--- src/rtl/msrv32_machine_control.sv ---
// Machine-mode trap controller: steers the PC mux, squashes the instruction in
// flight and pulses the CSR unit on trap entry (exception/interrupt) and mret.
module msrv32_machine_control #(
    parameter int WIDTH = 32
) (
    input  logic       clk_in,
    input  logic       rst_in,
    input  logic       stall_in,
    input  logic       illegal_instr_in,
    input  logic       misaligned_instr_in,
    input  logic       misaligned_load_in,
    input  logic       misaligned_store_in,
    input  logic [4:0] opcode_6_to_2_in,
    input  logic [2:0] funct3_in,
    input  logic [6:0] funct7_in,
    input  logic [4:0] rs1_addr_in,
    input  logic [4:0] rs2_addr_in,
    input  logic [4:0] rd_addr_in,
    input  logic       mie_in,
    input  logic       meie_in,
    input  logic       mtie_in,
    input  logic       msie_in,
    input  logic       meip_in,
    input  logic       mtip_in,
    input  logic       msip_in,
    output logic [1:0] pc_src_out,
    output logic       flush_out,
    output logic       trap_taken_out,
    output logic       set_epc_out,
    output logic       set_cause_out,
    output logic       mie_clear_out,
    output logic       mie_set_out,
    output logic       instret_inc_out,
    output logic       misaligned_exception_out,
    output logic [3:0] cause_out,
    output logic       i_or_e_out,
    output logic [1:0] state_out
);

    // WIDTH only mirrors the PC datapath width; nothing here depends on it.
    if (WIDTH < 32) begin : g_narrow_pc_unsupported
    end

    typedef enum logic [1:0] {
        ST_RESET       = 2'b00,
        ST_OPERATING   = 2'b01,
        ST_TRAP_TAKEN  = 2'b10,
        ST_TRAP_RETURN = 2'b11
    } state_t;

    localparam logic [1:0] PC_BOOT = 2'b00;
    localparam logic [1:0] PC_EPC  = 2'b01;
    localparam logic [1:0] PC_TRAP = 2'b10;
    localparam logic [1:0] PC_NEXT = 2'b11;

    state_t     state;
    state_t     next_state;
    logic       trap_pulse;
    logic       is_system;
    logic       is_mret;
    logic       is_ecall;
    logic       is_ebreak;
    logic       any_misaligned;
    logic       exception;
    logic       interrupt;
    logic       take_trap;
    logic [3:0] trap_cause;

    assign is_system = (opcode_6_to_2_in == 5'b11100) && (funct3_in == 3'b000);
    assign is_mret   = is_system && (funct7_in == 7'b0011000) && (rs2_addr_in == 5'b00010);
    assign is_ecall  = is_system && (funct7_in == 7'd0) && (rs2_addr_in == 5'd0)
                       && (rs1_addr_in == 5'd0) && (rd_addr_in == 5'd0);
    assign is_ebreak = is_system && (funct7_in == 7'd0) && (rs2_addr_in == 5'd1)
                       && (rs1_addr_in == 5'd0) && (rd_addr_in == 5'd0);

    assign any_misaligned = misaligned_instr_in | misaligned_load_in | misaligned_store_in;
    assign exception = illegal_instr_in | any_misaligned | is_ecall | is_ebreak;
    assign interrupt = mie_in & ((meie_in & meip_in) | (mtie_in & mtip_in) | (msie_in & msip_in));
    assign take_trap = (state == ST_OPERATING) && (exception || interrupt);

    // Exceptions outrank interrupts; among interrupts external > software > timer.
    always_comb begin
        trap_cause = 4'd0;
        if (misaligned_instr_in)               trap_cause = 4'd0;
        else if (illegal_instr_in)             trap_cause = 4'd2;
        else if (is_ebreak)                    trap_cause = 4'd3;
        else if (is_ecall)                     trap_cause = 4'd11;
        else if (misaligned_load_in)           trap_cause = 4'd4;
        else if (misaligned_store_in)          trap_cause = 4'd6;
        else if (meie_in & meip_in)            trap_cause = 4'd11;
        else if (msie_in & msip_in)            trap_cause = 4'd3;
        else if (mtie_in & mtip_in)            trap_cause = 4'd7;
    end

    always_comb begin
        next_state = state;
        case (state)
            ST_RESET:       next_state = ST_OPERATING;
            ST_OPERATING: begin
                if (exception || interrupt) next_state = ST_TRAP_TAKEN;
                else if (is_mret)           next_state = ST_TRAP_RETURN;
                else                        next_state = ST_OPERATING;
            end
            ST_TRAP_TAKEN:  next_state = ST_OPERATING;
            ST_TRAP_RETURN: next_state = ST_OPERATING;
            default:        next_state = ST_RESET;
        endcase
    end

    // Outputs are registered from next_state so they line up with the state they describe.
    always_ff @(posedge clk_in or negedge rst_in) begin
        if (!rst_in) begin
            state       <= ST_RESET;
            pc_src_out  <= PC_BOOT;
            flush_out   <= 1'b1;
            trap_pulse  <= 1'b0;
            mie_set_out <= 1'b0;
            cause_out   <= 4'd0;
            i_or_e_out  <= 1'b0;
        end else if (!stall_in) begin
            state       <= next_state;
            flush_out   <= (next_state != ST_OPERATING);
            trap_pulse  <= (next_state == ST_TRAP_TAKEN);
            mie_set_out <= (next_state == ST_TRAP_RETURN);
            case (next_state)
                ST_RESET:       pc_src_out <= PC_BOOT;
                ST_OPERATING:   pc_src_out <= PC_NEXT;
                ST_TRAP_TAKEN:  pc_src_out <= PC_TRAP;
                ST_TRAP_RETURN: pc_src_out <= PC_EPC;
                default:        pc_src_out <= PC_BOOT;
            endcase
            if (take_trap) begin
                cause_out  <= trap_cause;
                i_or_e_out <= ~exception;
            end
        end
    end

    assign trap_taken_out = trap_pulse;
    assign set_epc_out    = trap_pulse;
    assign set_cause_out  = trap_pulse;
    assign mie_clear_out  = trap_pulse;

    assign instret_inc_out = (state == ST_OPERATING) && !stall_in && !exception && !interrupt;
    assign misaligned_exception_out = (state == ST_OPERATING) && any_misaligned;
    assign state_out = state;

endmodule

--- config.mk ---
export PLATFORM = sky130hd
export DESIGN_NAME = msrv32_machine_control
export DESIGN_NICKNAME = d
export VERILOG_FILES = /design/src/rtl/msrv32_machine_control.sv
export SDC_FILE = /design/constraint.sdc
export NUM_CORES = 1
export LEC_CHECK = 0
export CAP_MARGIN = 20
export CORE_UTILIZATION = 34
export CTS_CLUSTER_SIZE = 25
export DETAILED_ROUTE_END_ITERATION = 16
export PLACE_DENSITY = 0.87
export SLEW_MARGIN = 5
export SYNTH_ARGS = -nofsm -noshare
export SYNTH_HDL_FRONTEND = slang
export SYNTH_SLANG_ARGS = --single-unit
--- constraint.sdc ---
create_clock -name clk_in -period 2.5 [get_ports clk_in]
set_input_delay 0.5 -clock clk_in [delete_from_list [all_inputs] [get_ports clk_in]]
set_output_delay 0.5 -clock clk_in [all_outputs]
set_load 0.005 [all_outputs]
==> After elaboration in Yosys (flattened, before gate mapping) <==
Cells that the tools add are included.
{ "word_totals": {"register_bits": 12, "in_bits": 44, "wordCells": 72} }
{ "op_classes": {"n_eq_ne": 11, "n_mux": 13, "bitwise": 13, "n_reduce_logical": 28} }
{ "ops": {"columns": ["op", "n"], "rows": [
  ["$mux 4", 7],
  ["$logic_and 1x1->1", 15],
  ["$logic_not 5->1", 3],
  ["$eq 2x2->1 const B", 4],
  ["$pmux 2 s4", 1],
  ["$eq 7x5->1 const B", 1],
  ["$logic_not 7->1", 1],
  ["$or 1x1->1", 7],
  ["$mux 3", 2],
  ["$eq 5x1->1 const B", 1],
  ["$eq 5x2->1 const B", 1],
  ["$eq 5x5->1 const B", 1],
  ["$and 1x1->1", 4],
  ["$eq 2x1->1 const B", 2],
  ["$logic_not 2->1", 2],
  ["$mux 2", 2],
  ["$pmux 2 s2", 1],
  ["$logic_not 1->1", 3],
  ["$logic_not 3->1", 1],
  ["$reduce_or 3->1", 1],
  ["$ne 2x1->1 const B", 1],
  ["$not 1->1", 2],
  ["$reduce_and 2->1", 1],
  ["$logic_or 1x1->1", 1]
]} }

==> Depth between registers and ports, before layout <==
{ "depth": {"ltp_word": 13, "ltp_mapped": 7} }

==> Worst setup path after synthesis <==
Ideal clock, no wire load.
{ "synth_path": {"kind": "input to output", "startpoint": "input port meie_in", "endpoint": "output port instret_inc_out", "arrival_time_ns": 1.465, "required_ns": 2.000, "slack_ns": 0.535, "stages": 4, "n_path_buf": 0, "path_cell_list": "a222oi_1 -> o211ai_1 -> o21bai_4 -> nor2_1"} }
{ "synth_between": {"elab_chain_len": 6} }
{ "synth_rtl": {"columns": ["element", "line", "text"], "rows": [
  ["from (decl)", "20", "input logic meie_in,"],
  ["$and 1x1->1", "78", "assign interrupt = mie_in & ((meie_in & meip_in) | (mtie_in & mtip_in) | (msie_in & msip_in));"],
  ["$or 1x1->1 (2 in series)", "78", null],
  ["$and 1x1->1", "78", null],
  ["$logic_not 1->1", "144", "assign instret_inc_out = (state == ST_OPERATING) && !stall_in && !exception && !interrupt;"],
  ["$logic_and 1x1->1", "144", null],
  ["to (decl)", "33", "output logic instret_inc_out,"]
]} }
Every way passes these cells.

==> Final worst setup path <==
{ "layout_path": {"startpoint": "input port mtip_in", "endpoint": "output port instret_inc_out"} }
{ "layout_between": {"elab_chain_len": 6} }
{ "layout_rtl": {"columns": ["element", "line", "text"], "rows": [
  ["from (decl)", "24", "input logic mtip_in,"],
  ["$and 1x1->1", "78", null],
  ["$or 1x1->1 (2 in series)", "78", null],
  ["$and 1x1->1", "78", null],
  ["$logic_not 1->1", "144", null],
  ["$logic_and 1x1->1", "144", null]
]} }
Every way passes these cells.

==> metrics.md <==
| Metric | Value |
|---|---|
| Outcome | `finished clean` |
| First-pass iteration count of the detailed router | `4` |
| Most common cell in the synthesized netlist | `dfrtp_1` |
| DRC violation count after routing | `0` |
| Number of global-route vias before repair | `924` |
| Worst stage delay on the critical path | `420 ps` |
| Fraction of final layout cells with drive strength greater than 1 | `19.9%` |
| Die area | `2380 µm²` |
| Total power | `0.893 mW` |
| Number of slew-limit violations in the final report | `0` |
| Pwr Density | `600 nW/µm²` |
| Number of cells on the critical path | `6` |
| Number of buffer and inverter stages on the critical path | `2` |
| Via-per-instance ratio | `5.02` |
| CTS tree | `built` |
| Yosys warning count | `0` |
| Global-route wire length before repair | `4120 µm` |
| Instance count of the mapped netlist | `80` |
| Number of vias in the routed layout | `918` |
| Post-place setup slack | `-303 ps` |
| Floorplan row count | `16` |
| Final GP Congestion | `0.766` |
| Primary FF master, synth | `dfrtp_1` |
| Hold Crit Depth | `1` |
| Grt met2 use | `38.2%` |
| Hold-fix buffer count after cts | `0` |
| Horiz. Die Dim | `48.8 µm` |
| Number of port buffers | `60` |
| Initial antenna violation count | `0` |
| Total nets after synthesis | `126` |
| Filler cells | `143` |
| FF+latch count, synth | `11` |
| Slowest stage cell on the critical path | `clkdlybuf4s50_1` |
| Cell at the root of the clock tree | `clkbuf_4` |
| Largest net degree at the start of global routing | `12` |
| Worst Clk Skew | `1.15 ps` |
| Top cell family by delay on the critical path | `compound AO/OA/AOI/OAI gates` |
| Clock insertion delay at the later pin of the skew report | `270 ps` |
| Tot GR Track Use | `22.3%` |
| Setup-violating endpoint count in the final report | `0` |
| Total Nets Final | `203` |
| Top cells by count, synth | `10 x dfrtp_1, 7 x nor2_1, 6 x a21oi_1, 6 x nand2_1, 6 x o21ai_0` |
| GRT met3 Usage | `4.72%` |
| Netlist area before placement | `743 µm²` |
| Async set-reset flop share out of synthesis | `100%` |
| Cell area after layout | `1490 µm²` |
| Synth unique cells | `31` |
| Setup CP Type | `input pin to output port` |
| Reported leakage power | `0.641 nW` |
| Wirelength, routed | `2580 µm` |
| Mean post-synth cell area | `9.29 µm²` |
| Worst max-slew margin expressed relative to the limit | `67.5%` |
| Initial cell density of the core | `37.1%` |
| CP cell instances | `clkdlybuf4s50_1 -> a222oi_1 -> o211ai_1 -> o21bai_4 -> nor2_1 -> buf_2` |
| Number of enable flip-flop cells after synthesis | `0` |
| Biggest area consumer among synthesized cells | `dfrtp_1` |
| Actual slew at the worst max-slew pin | `486 ps` |
| Top fanout value on the critical path | `2` |
| Arrival time of data at the critical path endpoint | `1910 ps` |
| Vertical extent of the die | `48.8 µm` |
| Clock-pin transition on the worst setup and hold timing paths | `60 ps` |
| Top-area cell type share of the netlist area | `33.7%` |
| Post-synthesis sequential area ratio | `37.2%` |
| Post-route ant nets | `0` |
| Largest cells by area after synthesis | `dfrtp_1 34%, a21oi_1 4.0%, o21ai_0 4.0%, buf_4 4.0%, mux2_4 4.0%` |
| Maximum level of the CTS H-tree | `1` |
| Most used routing layer in global routing | `met2` |
| TritonCTS Buffers | `3` |
| Final worst path period need | `2410 ps` |
| Final hold violation count | `0` |
| Dpl hpwl | `2060 µm` |
| Worst EP required | `2000 ps` |
| Worst setup margin | `87.2 ps` |
| Reg2reg path depth | `4` |
| Layout area overhead | `100%` |
| DRC violation total after the first TritonRoute iteration | `24` |
| Timing-limited maximum frequency | `414 MHz` |
| Critical path endpoint category | `output port` |
| Clock tree sinks | `11` |
| Setup crit start kind | `input pin` |
| Placed cell area | `1440 µm²` |
| Diodes inserted | `0` |
| Max-capacitance violation count | `0` |
| Post-route fraction of the period consumed by the critical path | `96.5%` |
| Wire length per cell after detailed routing | `14.1 µm` |
| Unrepaired setup endpoints after global routing | `false` |
| HP Class | `flop to flop` |
| Core area | `2000 µm²` |
| Maximum clock path buffer count | `2` |
| GR Overflow Total | `0` |
| Met1 Track Usage GR | `27.6%` |
| Peak supply drop | `0.424 mV` |
| Number of I/O pins | `61` |
kinds of logic (layout without fill, tap and decap cells):
family	Yosys count	count (layout)	share of synthesized area (%)
mux	5	5	8.42
simple gates	32	32	24.2
compound gates	20	20	18.7
fa+ha+maj	2	2	3.37
flops	11	11	37.2
buf+inv	10	86	8.08
layer usage:
layer  part of all wire (%)  vias up
li1                       -      444
met1                     44      426
met2                     46       45
met3                    8.7        3
met4                    1.2        0
met5                      0        -
per-stage QoR:
step | hold WS, ps | instances | setup TNS (ps) | utilization (%)
finish | 494 | 183 | 0 | 74.4
global route | 519 | 183 | 0 | 74.4
CTS | 497 | 182 | 0 | 74.1
detailed placement | 477 | 176 | -353 | 72.0
floorplan | 204 | 80 | 0 | -
global placement | 472 | 176 | -272 | 72.0
timing repair:
action                                 4_1_cts  5_1_grt
buffers inserted                             2        1
endpoints found under the hold margin        0        0
setup endpoints to repair                    1        3
gates cloned                                 0        0
resized for setup                            4        4
pin swaps                                    3        3
path summary, 6_finish.rpt:
check | start | end | slack (ps)
min reg2reg | cause_out[3] | cause_out[3] | 490
max reg2reg | state_out[0] | cause_out[1] | 890
max in group asynchronous | rst_in | flush_out | 1590
min | cause_out[3] | cause_out[3] | 490
min in group asynchronous | rst_in | state_out[0] | 560
max | mtip_in | instret_inc_out | 90
area by class of cell:
type,count,area [µm²],area share [%]
repair buffers,77,727,48.8
multi-input cells,59,407,27.3
flip-flops and latches,11,277,18.6
well taps,27,33.8,2.27
clock buffers,4,26.3,1.76
inverters,5,18.8,1.26
worst reg2reg max path, delay by kind of cell (launching register included):
family,cells,cell delay [ps]
flip-flops,1,400
multiplexers,1,310
AND/OR/NAND/NOR,3,790
flip-flops by register name, summed over array words and instances (netlist names):
signal         cells
cause_out          4
state_out          2
flush_out          1
i_or_e_out         1
mie_clear_out      1
mie_set_out        1
pc_src_out         1
report_power, final:
group          switching, mW  internal [mW]  total (mW)
combinational          0.162          0.317       0.479
sequential            0.0453          0.248       0.294
clock                 0.0587         0.0619       0.121
total                  0.266          0.627       0.893
layout by cell type, fill, tap and decap left out, types with 2 or more instances in the layout:
cell	n
mux2_2	2
o211ai_1	2
nor2_1	7
clkdlybuf4s50_1	56
nand3_1	3
a21oi_1	6
nand2_1	6
o21ai_0	5
dfrtp_1	10
inv_1	5
buf_4	17
dlymetal6s2s_1	2
nand4_1	2
clkbuf_4	3
nor4_1	4
mux2_4	2
nor2b_1	2
nor3_1	2
ha_1	2
Note: power is estimated with default switching activity, not from simulation.
